## config.mk

```make
export PLATFORM = sky130hd
export DESIGN_NAME = swgbe_bframe_counter
export DESIGN_NICKNAME = d
export VERILOG_FILES = /design/src/rtl/swgbe_bframe_counter_pkg.sv /design/src/rtl/swgbe_bframe_counter_sat.sv /design/src/rtl/swgbe_bframe_counter.sv
export SDC_FILE = /design/constraint.sdc
export NUM_CORES = 1
export LEC_CHECK = 0
export ABC_AREA = 1
export CORE_MARGIN = 5
export CORE_UTILIZATION = 29
export DETAILED_ROUTE_END_ITERATION = 10
export MAX_ROUTING_LAYER = met4
export PLACE_DENSITY_LB_ADDON = 0.15
export SYNTH_ARGS = -nofsm -noshare
export SYNTH_HDL_FRONTEND = slang
export SYNTH_SLANG_ARGS = --single-unit
```

## constraint.sdc

```tcl
create_clock -name user_clk -period 3.75 [get_ports user_clk]
set_input_delay 0.9375 -clock user_clk [delete_from_list [all_inputs] [get_ports user_clk]]
set_output_delay 0.9375 -clock user_clk [all_outputs]
set_load 0.05 [all_outputs]
```

## src/rtl/swgbe_bframe_counter_pkg.sv

```systemverilog
// Shared types and constants for the 10GbE bad/runt frame statistics block.
package swgbe_bframe_counter_pkg;

  // Frame-tracking states: waiting for a first word, or inside a multi-word frame
  typedef enum logic {
    ST_IDLE     = 1'b0,
    ST_IN_FRAME = 1'b1
  } state_e;

  // Minimum legal frame length in 64-bit words
  localparam int MIN_WORDS_DEFAULT = 8;

  // Status word field positions
  localparam int STAT_BAD_MSB    = 31;
  localparam int STAT_BAD_LSB    = 16;
  localparam int STAT_RUNT_MSB   = 15;
  localparam int STAT_RUNT_LSB   = 8;
  localparam int STAT_BAD_STICKY = 3;
  localparam int STAT_OVR_STICKY = 2;
  localparam int STAT_IN_FRAME   = 1;
  localparam int STAT_LINK_UP    = 0;

endpackage

```

## src/rtl/swgbe_bframe_counter_sat.sv

```systemverilog
// Saturating up-counter with synchronous clear; a clear in the same cycle as
// an increment leaves the count at 1 so the coinciding event is not lost.
module swgbe_sat_counter #(
  parameter int W = 8
) (
  input  logic         clk,
  input  logic         rst,
  input  logic         inc,
  input  logic         clr,
  output logic [W-1:0] count
);

  logic [W-1:0] count_q;
  logic [W-1:0] count_d;

  // Next count: clear wins over hold, increment stops at all-ones
  always_comb begin
    count_d = count_q;
    if (clr) begin
      count_d = inc ? W'(1) : '0;
    end else if (inc && (count_q != {W{1'b1}})) begin
      count_d = count_q + W'(1);
    end
  end

  // Count register with synchronous reset
  always_ff @(posedge clk) begin
    if (rst) begin
      count_q <= '0;
    end else begin
      count_q <= count_d;
    end
  end

  assign count = count_q;

endmodule

```

## src/rtl/swgbe_bframe_counter.sv

```systemverilog
// Counts bad and runt receive frames on the 10GbE user clock and packs the
// counts, sticky error flags and link/frame status into one status word.
module swgbe_bframe_counter
  import swgbe_bframe_counter_pkg::*;
#(
  parameter int BAD_W     = 16,
  parameter int RUNT_W    = 8,
  parameter int MIN_WORDS = MIN_WORDS_DEFAULT
) (
  input  logic        user_clk,
  input  logic        user_rst,
  input  logic        rx_valid,
  input  logic        rx_eof,
  input  logic        rx_bad,
  input  logic        rx_overrun,
  input  logic        link_up,
  input  logic        ctrl_clr,
  output logic [31:0] status_data
);

  localparam int CNT_W = $clog2(MIN_WORDS + 1);
  localparam logic [CNT_W-1:0] MIN_CNT = CNT_W'(MIN_WORDS);
  localparam logic [CNT_W:0]   MIN_LEN = (CNT_W + 1)'(MIN_WORDS);

  state_e              state_q, state_d;
  logic [CNT_W-1:0]    word_cnt_q, word_cnt_d;
  logic [CNT_W:0]      frame_len;
  logic                ctrl_clr_q;
  logic                clr_pulse;
  logic                bad_inc, runt_inc;
  logic                bad_sticky_q, bad_sticky_d;
  logic                ovr_sticky_q, ovr_sticky_d;
  logic                link_q;
  logic [31:0]         status_q, status_d;
  logic [BAD_W-1:0]    bad_cnt;
  logic [RUNT_W-1:0]   runt_cnt;

  assign clr_pulse = ctrl_clr & ~ctrl_clr_q;
  assign frame_len = {1'b0, word_cnt_q} + (CNT_W + 1)'(1);

  // Frame tracking: word counting, frame closure and link-loss abort
  always_comb begin
    state_d    = state_q;
    word_cnt_d = word_cnt_q;
    bad_inc    = 1'b0;
    runt_inc   = 1'b0;
    if (!link_up) begin
      if (state_q == ST_IN_FRAME) begin
        state_d    = ST_IDLE;
        word_cnt_d = '0;
        bad_inc    = 1'b1;
      end
    end else if (rx_valid) begin
      if (state_q == ST_IDLE) begin
        if (rx_eof) begin
          bad_inc  = rx_bad;
          runt_inc = (MIN_WORDS > 1);
        end else begin
          state_d    = ST_IN_FRAME;
          word_cnt_d = CNT_W'(1);
        end
      end else begin
        if (rx_eof) begin
          state_d    = ST_IDLE;
          word_cnt_d = '0;
          bad_inc    = rx_bad;
          runt_inc   = (frame_len < MIN_LEN);
        end else if (word_cnt_q < MIN_CNT) begin
          word_cnt_d = word_cnt_q + CNT_W'(1);
        end
      end
    end
  end

  // Sticky flags: a set in the same cycle as a clear survives the clear
  always_comb begin
    bad_sticky_d = clr_pulse ? bad_inc : (bad_sticky_q | bad_inc);
    ovr_sticky_d = clr_pulse ? rx_overrun : (ovr_sticky_q | rx_overrun);
  end

  swgbe_sat_counter #(.W(BAD_W)) u_bad_cnt (
    .clk   (user_clk),
    .rst   (user_rst),
    .inc   (bad_inc),
    .clr   (clr_pulse),
    .count (bad_cnt)
  );

  swgbe_sat_counter #(.W(RUNT_W)) u_runt_cnt (
    .clk   (user_clk),
    .rst   (user_rst),
    .inc   (runt_inc),
    .clr   (clr_pulse),
    .count (runt_cnt)
  );

  // Pack the already-registered state into the next status word
  always_comb begin
    status_d                                = '0;
    status_d[STAT_BAD_MSB:STAT_BAD_LSB]     = 16'(bad_cnt);
    status_d[STAT_RUNT_MSB:STAT_RUNT_LSB]   = 8'(runt_cnt);
    status_d[STAT_BAD_STICKY]               = bad_sticky_q;
    status_d[STAT_OVR_STICKY]               = ovr_sticky_q;
    status_d[STAT_IN_FRAME]                 = (state_q == ST_IN_FRAME);
    status_d[STAT_LINK_UP]                  = link_q;
  end

  // All block state; ctrl_clr_q resets high so a clear held through reset is not seen as an edge
  always_ff @(posedge user_clk) begin
    if (user_rst) begin
      state_q      <= ST_IDLE;
      word_cnt_q   <= '0;
      ctrl_clr_q   <= 1'b1;
      bad_sticky_q <= 1'b0;
      ovr_sticky_q <= 1'b0;
      link_q       <= 1'b0;
      status_q     <= 32'h0;
    end else begin
      state_q      <= state_d;
      word_cnt_q   <= word_cnt_d;
      ctrl_clr_q   <= ctrl_clr;
      bad_sticky_q <= bad_sticky_d;
      ovr_sticky_q <= ovr_sticky_d;
      link_q       <= link_up;
      status_q     <= status_d;
    end
  end

  assign status_data = status_q;

endmodule

```

* Yosys cells after proc, flatten, opt, wreduce, memory -nomap -nowiden
Index checks and enable logic that the tools add are counted.
** Storage, ports and cells
- Register bits after elaboration :: 65
- Bits of input ports :: 8
- Output and inout port bits :: 32
- Logic and storage cells :: 58
** Operators by class
- Add/subtract/negate cells :: 4
- Magnitude comparators :: 2
- Equal/unequal tests :: 5
- Mux-type cells :: 25
- Bitwise gates (word level) :: 5
- Reduce and logical (&&, ||, !) cells :: 7
** Operators by type and width (number)
- 16-bit 2-to-1 mux :: 2
- 4-bit 2-to-1 mux :: 7
- 16-bit by 1-bit adder with 16-bit output (second input constant) :: 1
- 8-bit 2-to-1 mux :: 2
- 16-bit inequality test (second input constant) :: 1
- 1-bit 2-to-1 mux :: 14
- 8-bit by 1-bit adder with 8-bit output (second input constant) :: 1
- 8-bit inequality test (second input constant) :: 1
- 2-bit nonzero test :: 3
- 4-bit by 1-bit adder with 5-bit output (second input constant) :: 1
- 5-bit by 4-bit less-than comparator with 1-bit output (second input constant) :: 1
- 4-bit by 1-bit adder with 4-bit output (second input constant) :: 1
- 4-bit less-than comparator (second input constant) :: 1
- 4-bit by 3-bit inequality test with 1-bit output (second input constant) :: 1
- 4-bit AND reduction :: 1
- 1-bit logical AND :: 2
- 2-bit by 1-bit inequality test with 1-bit output (second input constant) :: 1
- 2-bit inequality test (second input constant) :: 1
- 1-bit inverter :: 2
- 1-bit OR :: 2
- 2-bit OR reduction :: 1
- 1-bit bitwise AND :: 1

* Logic depth before layout (Yosys ltp)
- Word-level depth :: 9
- Mapped depth :: 10
- Mapped depth without buffers :: 10

* Cells and area by module
Synthesis repeated with hierarchy kept, for this count alone.
** Second synthesis, totals
- Cell total of the unflattened synthesis :: 404
- Area, all modules :: 2806.4 um^2
** By module, submodules not included
- swgbe_bframe_counter :: instances 1, cells each 168, area each 1305.0 um^2, seq. area each 740.7 um^2
- swgbe_sat_counter (u_bad_cnt) :: instances 1, cells each 161, area each 1009.7 um^2, seq. area each 320.3 um^2
- swgbe_sat_counter (u_runt_cnt) :: instances 1, cells each 75, area each 491.7 um^2, seq. area each 160.2 um^2

* Worst setup path after synthesis
No wires, ideal clock.
- Path kind :: in2reg
- Start point :: in rx_eof
- End point :: reg u_bad_cnt.count_q[14] (netlist: u_bad_cnt.count[14])
- Setup time :: 113 ps
- Data arrival time :: 1782 ps
- Required time :: 3637 ps
- Setup slack :: 1855 ps
- Stages on the path :: 8
- Path buffers :: 1
- Path through :: nand2_1 > nor2_8 > a21oi_4 > nor2_4 > buf_6 > nand3_1 > nor2_1 > nor2_1
** On the way
- Word-level cells in the longest chain between the ends :: 5
** RTL lines
- start, declared :: RTL line swgbe_bframe_counter.sv:13 : input logic rx_eof,
- 1-bit 2-to-1 mux :: RTL line swgbe_bframe_counter.sv:55, swgbe_bframe_counter.sv:63
- 1-bit 2-to-1 mux :: RTL line swgbe_bframe_counter.sv:53 : end else if (rx_valid) begin
- 1-bit 2-to-1 mux :: RTL line swgbe_bframe_counter.sv:47 : if (!link_up) begin
- 1-bit logical AND :: RTL line swgbe_bframe_counter_sat.sv:21 : end else if (inc && (count_q != {W{1'b1}})) begin
- 2-bit nonzero test (no line)
- end signal, assigned :: RTL line swgbe_bframe_counter_sat.sv:31 : count_q <= count_d;
- end, declared :: RTL line swgbe_bframe_counter_sat.sv:13 : logic [W-1:0] count_q;
Every way passes these cells.
A chain may end at the register's enable or synchronous reset.

* Worst setup path after layout
- Start point :: reg status_q[3] (netlist: status_data[3])
- End point :: out status_data[3]
** RTL lines
- start, declared :: RTL line swgbe_bframe_counter.sv:34 : logic [31:0] status_q, status_d;
- start signal, assigned :: RTL line swgbe_bframe_counter.sv:125 : status_q <= status_d;
- end, declared :: RTL line swgbe_bframe_counter.sv:18 : output logic [31:0] status_data
No word-level cell between the ends.

==> out/summary.log <==
qor: layout.layout-area-overhead-vs-synth 25.0%
qor: worst_setup_path.crit_path_start_kind flip-flop
qor: grt.antenna_found_initial 0
qor: yosys.post_synth_instance_area 2560 µm²
qor: yosys.synth_area_per_cell 7.12 µm²
qor: yosys.area_share_of_xor_xnor_cells_in_the_synthesized_design 0%
qor: yosys.combinational_family_with_the_most_area_after_synthesis simple AND/OR/NAND/NOR gates
qor: clock_network.clkSlewWorstSetupHoldPaths 60 ps
qor: drt.finalWirelength 5640 µm
qor: grt.grt_remaining_overflow 0
qor: yosys.synth_largest_area_cell sky130_fd_sc_hd__dfxtp_1
qor: clock_network.clock_insertion_delay_worst_skew 330 ps
qor: yosys.yosys.area.top_type_share 47.6%
qor: floorplanning.std_cell_rows 34
qor: sta.setup-tns-final 0 ps
qor: drt.route.detailed.wl_per_inst 11.0 µm
qor: clock_network.clock_tree_from_tritoncts built
qor: job.drv.max_cap_violation_count 0
qor: yosys.synthCells 360
qor: yosys.muxShareOfSynthArea 0%
qor: power_and_ir_drop.finalPower 0.00129 W
qor: worst_setup_path.critPathArrivalTime 1470 ps
qor: layout.post_route_cells_drive_above_1_share 6.91%
qor: sta.finalSetupViolCount 0
qor: clock_network.clock-root-buffer sky130_fd_sc_hd__clkbuf_8
qor: clock_network.clock_tree.buffer_depth 2
qor: yosys.yosys_register_bits 61
qor: clock_network.post_cts_buffers 0
qor: layout.final_common_cell sky130_fd_sc_hd__nand2_1
qor: sta.min_period_over_period 64.2%
qor: yosys.synthTopCellsByArea sky130_fd_sc_hd__dfxtp_1, sky130_fd_sc_hd__nand2_1, sky130_fd_sc_hd__nor2_1, sky130_fd_sc_hd__inv_1, sky130_fd_sc_hd__nand4_1
qor: clock_network.hold_buf_count_cts 0
qor: floorplanning.core-area 8680 µm²
qor: place.dp.final_hpwl 4080 µm
qor: yosys.simple_gate_portion_of_the_synthesized_area 35.2%
qor: drt.route.detailed.drc 0
qor: drt.antenna_left 0
qor: drt.routed-via-count 2,202
qor: worst_setup_path.r2r_setup_slack 2120 ps
qor: layout.num_antenna_cells 0
qor: grt.wire_length_of_the_first_global_routing_pass 9890 µm
qor: worst_hold_path.worst_hold_path_type flip-flop to flip-flop
qor: outcome.run_status finished clean
qor: layout.finalNetCount 413
qor: sta.finalClockSkew 3.99 ps
qor: clock_network.htree_num_levels 3
qor: clock_network.post_cts_resized 0
qor: floorplanning.height_of_the_die 104 µm
qor: worst_setup_path.timing.critical_path.to_type output port
qor: worst_setup_path.cp.buffers_inverters 1
qor: floorplanning.die_area 10,800 µm²
qor: worst_setup_path.path_delay_family buffers and inverters
qor: power_and_ir_drop.power.leakage 1.31 nW
qor: worst_setup_path.critical_path.cell_chain clkdlybuf4s50_1
qor: power_and_ir_drop.power.density_cell_area 404 nW/µm²
qor: sta.final.min_clock_period 2410 ps
qor: sta.fmax 0.416 GHz
qor: drt.dr.first_iter.drc_count 69
qor: yosys.synth-compound-area-share 5.41%
qor: worst_setup_path.critical_path_required 2810 ps
qor: layout.utilization 36.9%
qor: grt.first_global_vias 2,139
qor: worst_setup_path.critical_path_class flip-flop to output port
qor: place.port_buffers 35
qor: floorplanning.x_dimension_of_the_die 104 µm
qor: layout.n_fill_cell 945
qor: worst_setup_path.cp_slowest_cell sky130_fd_sc_hd__clkdlybuf4s50_1
qor: floorplanning.effective_utilization_at_floorplan 29.6%
qor: worst_setup_path.cp_slowest_stage_delay 810 ps
qor: yosys.post_synth_fa_ha_maj_area_fraction 1.46%
qor: sta.maxSlewViolCount 0
qor: sta.setup_repair_after_global_routing_missed_its_margin false
qor: grt.grt_use_total 11.2%
qor: yosys.synth_cell_types 24
qor: drt.routed_via_density 4.29
qor: drt.dr_pass1_iterations 4
qor: worst_setup_path.critical_path.max_fanout 1
qor: sta.worstMarginPinSlew 560 ps
qor: floorplanning.ioPinCount 40
qor: clock_network.tritoncts.num_buffers 9
qor: power_and_ir_drop.peakVddDrop 0.000153 V
qor: clock_network.cts_num_sinks 61
qor: sta.timing_hold_violations_final 0
qor: sta.max-slew-margin-rel 62.5%
qor: grt.largest_net_degree_at_the_start_of_global_routing 35
qor: yosys.yosys_warnings 0
qor: yosys.synth_seq_area_share 47.6%
qor: place.routabilityCongestion 0.771
qor: layout.mostFrequentLayoutCells sky130_fd_sc_hd__nand2_1, sky130_fd_sc_hd__nor2_1, sky130_fd_sc_hd__dfxtp_1
## worst paths after layout
kind | start | to | depth (start not counted)
setup / recovery | status_data[3]$_SDFF_PP0_ | status_data[3] | 1
hold / removal | link_q$_SDFF_PP0_ | status_data[0]$_SDFF_PP0_ | 2
hold reg to reg | link_q$_SDFF_PP0_ | status_data[0]$_SDFF_PP0_ | 2
setup reg to reg | u_bad_cnt.count[1]$_SDFFE_PP0P_ | u_bad_cnt.count[12]$_SDFFE_PP0P_ | 8
## per-stage QoR
step	setup slack (ps)	cells	area, µm²	hold WS, ps
floorplan	1850	363	2580	388
global placement	1120	499	3020	404
detailed placement	1100	499	3020	402
CTS	1330	513	3210	417
global route	1310	513	3210	447
finish	1340	513	3210	413
## cells by family after synthesis
logic type               Yosys count
AND/OR/NAND/NOR                  207
flip-flops                        61
buffers and inverters             63
adder cells (fa/ha/maj)            3
AO/OA/AOI/OAI                     25
other                              1
## state kept, by name, indices dropped and copies added, names as in the netlist
register	count
status_data	28
u_bad_cnt.count	16
u_runt_cnt.count	8
word_cnt_q	4
bad_sticky_q	1
ctrl_clr_q	1
link_q	1
ovr_sticky_q	1
state_q	1
## where the power goes
part,internal [W],switching (W)
sequential,0.000658,0.00000621
combinational,0.0000273,0.0000619
clock,0.000304,0.000237
## Yosys cell counts (all sizes together)
cell / instances
conb: 1
nor3: 12
buf: 7
nand3: 12
inv: 53
a21oi: 13
ha: 3
o21ai: 10
nand2: 84
clkbuf: 3
nand3b: 3
o22ai: 2
nand4: 13
dfxtp: 61
nor2: 83
## final cells by class
type,count,area (µm²),area share [%]
repair buffers,38,373,11.6
clock inverters,1,5.00,0.156
flip-flops and latches,61,1220,38.1
inverters,53,199,6.21
clock buffers,13,179,5.58
well taps,108,135,4.22
multi-input cells,239,1090,34.1
## per-layer routing
| layer | global-route usage (%) | wire, µm |
|---|---|---|
| met1 | 14.9 | 2990 |
| met2 | 16.3 | 2280 |
| met3 | 3.48 | 275 |
| met4 | 3.61 | 95 |
| met5 | - | 0 |
Note: power is estimated with default switching activity, not from simulation.
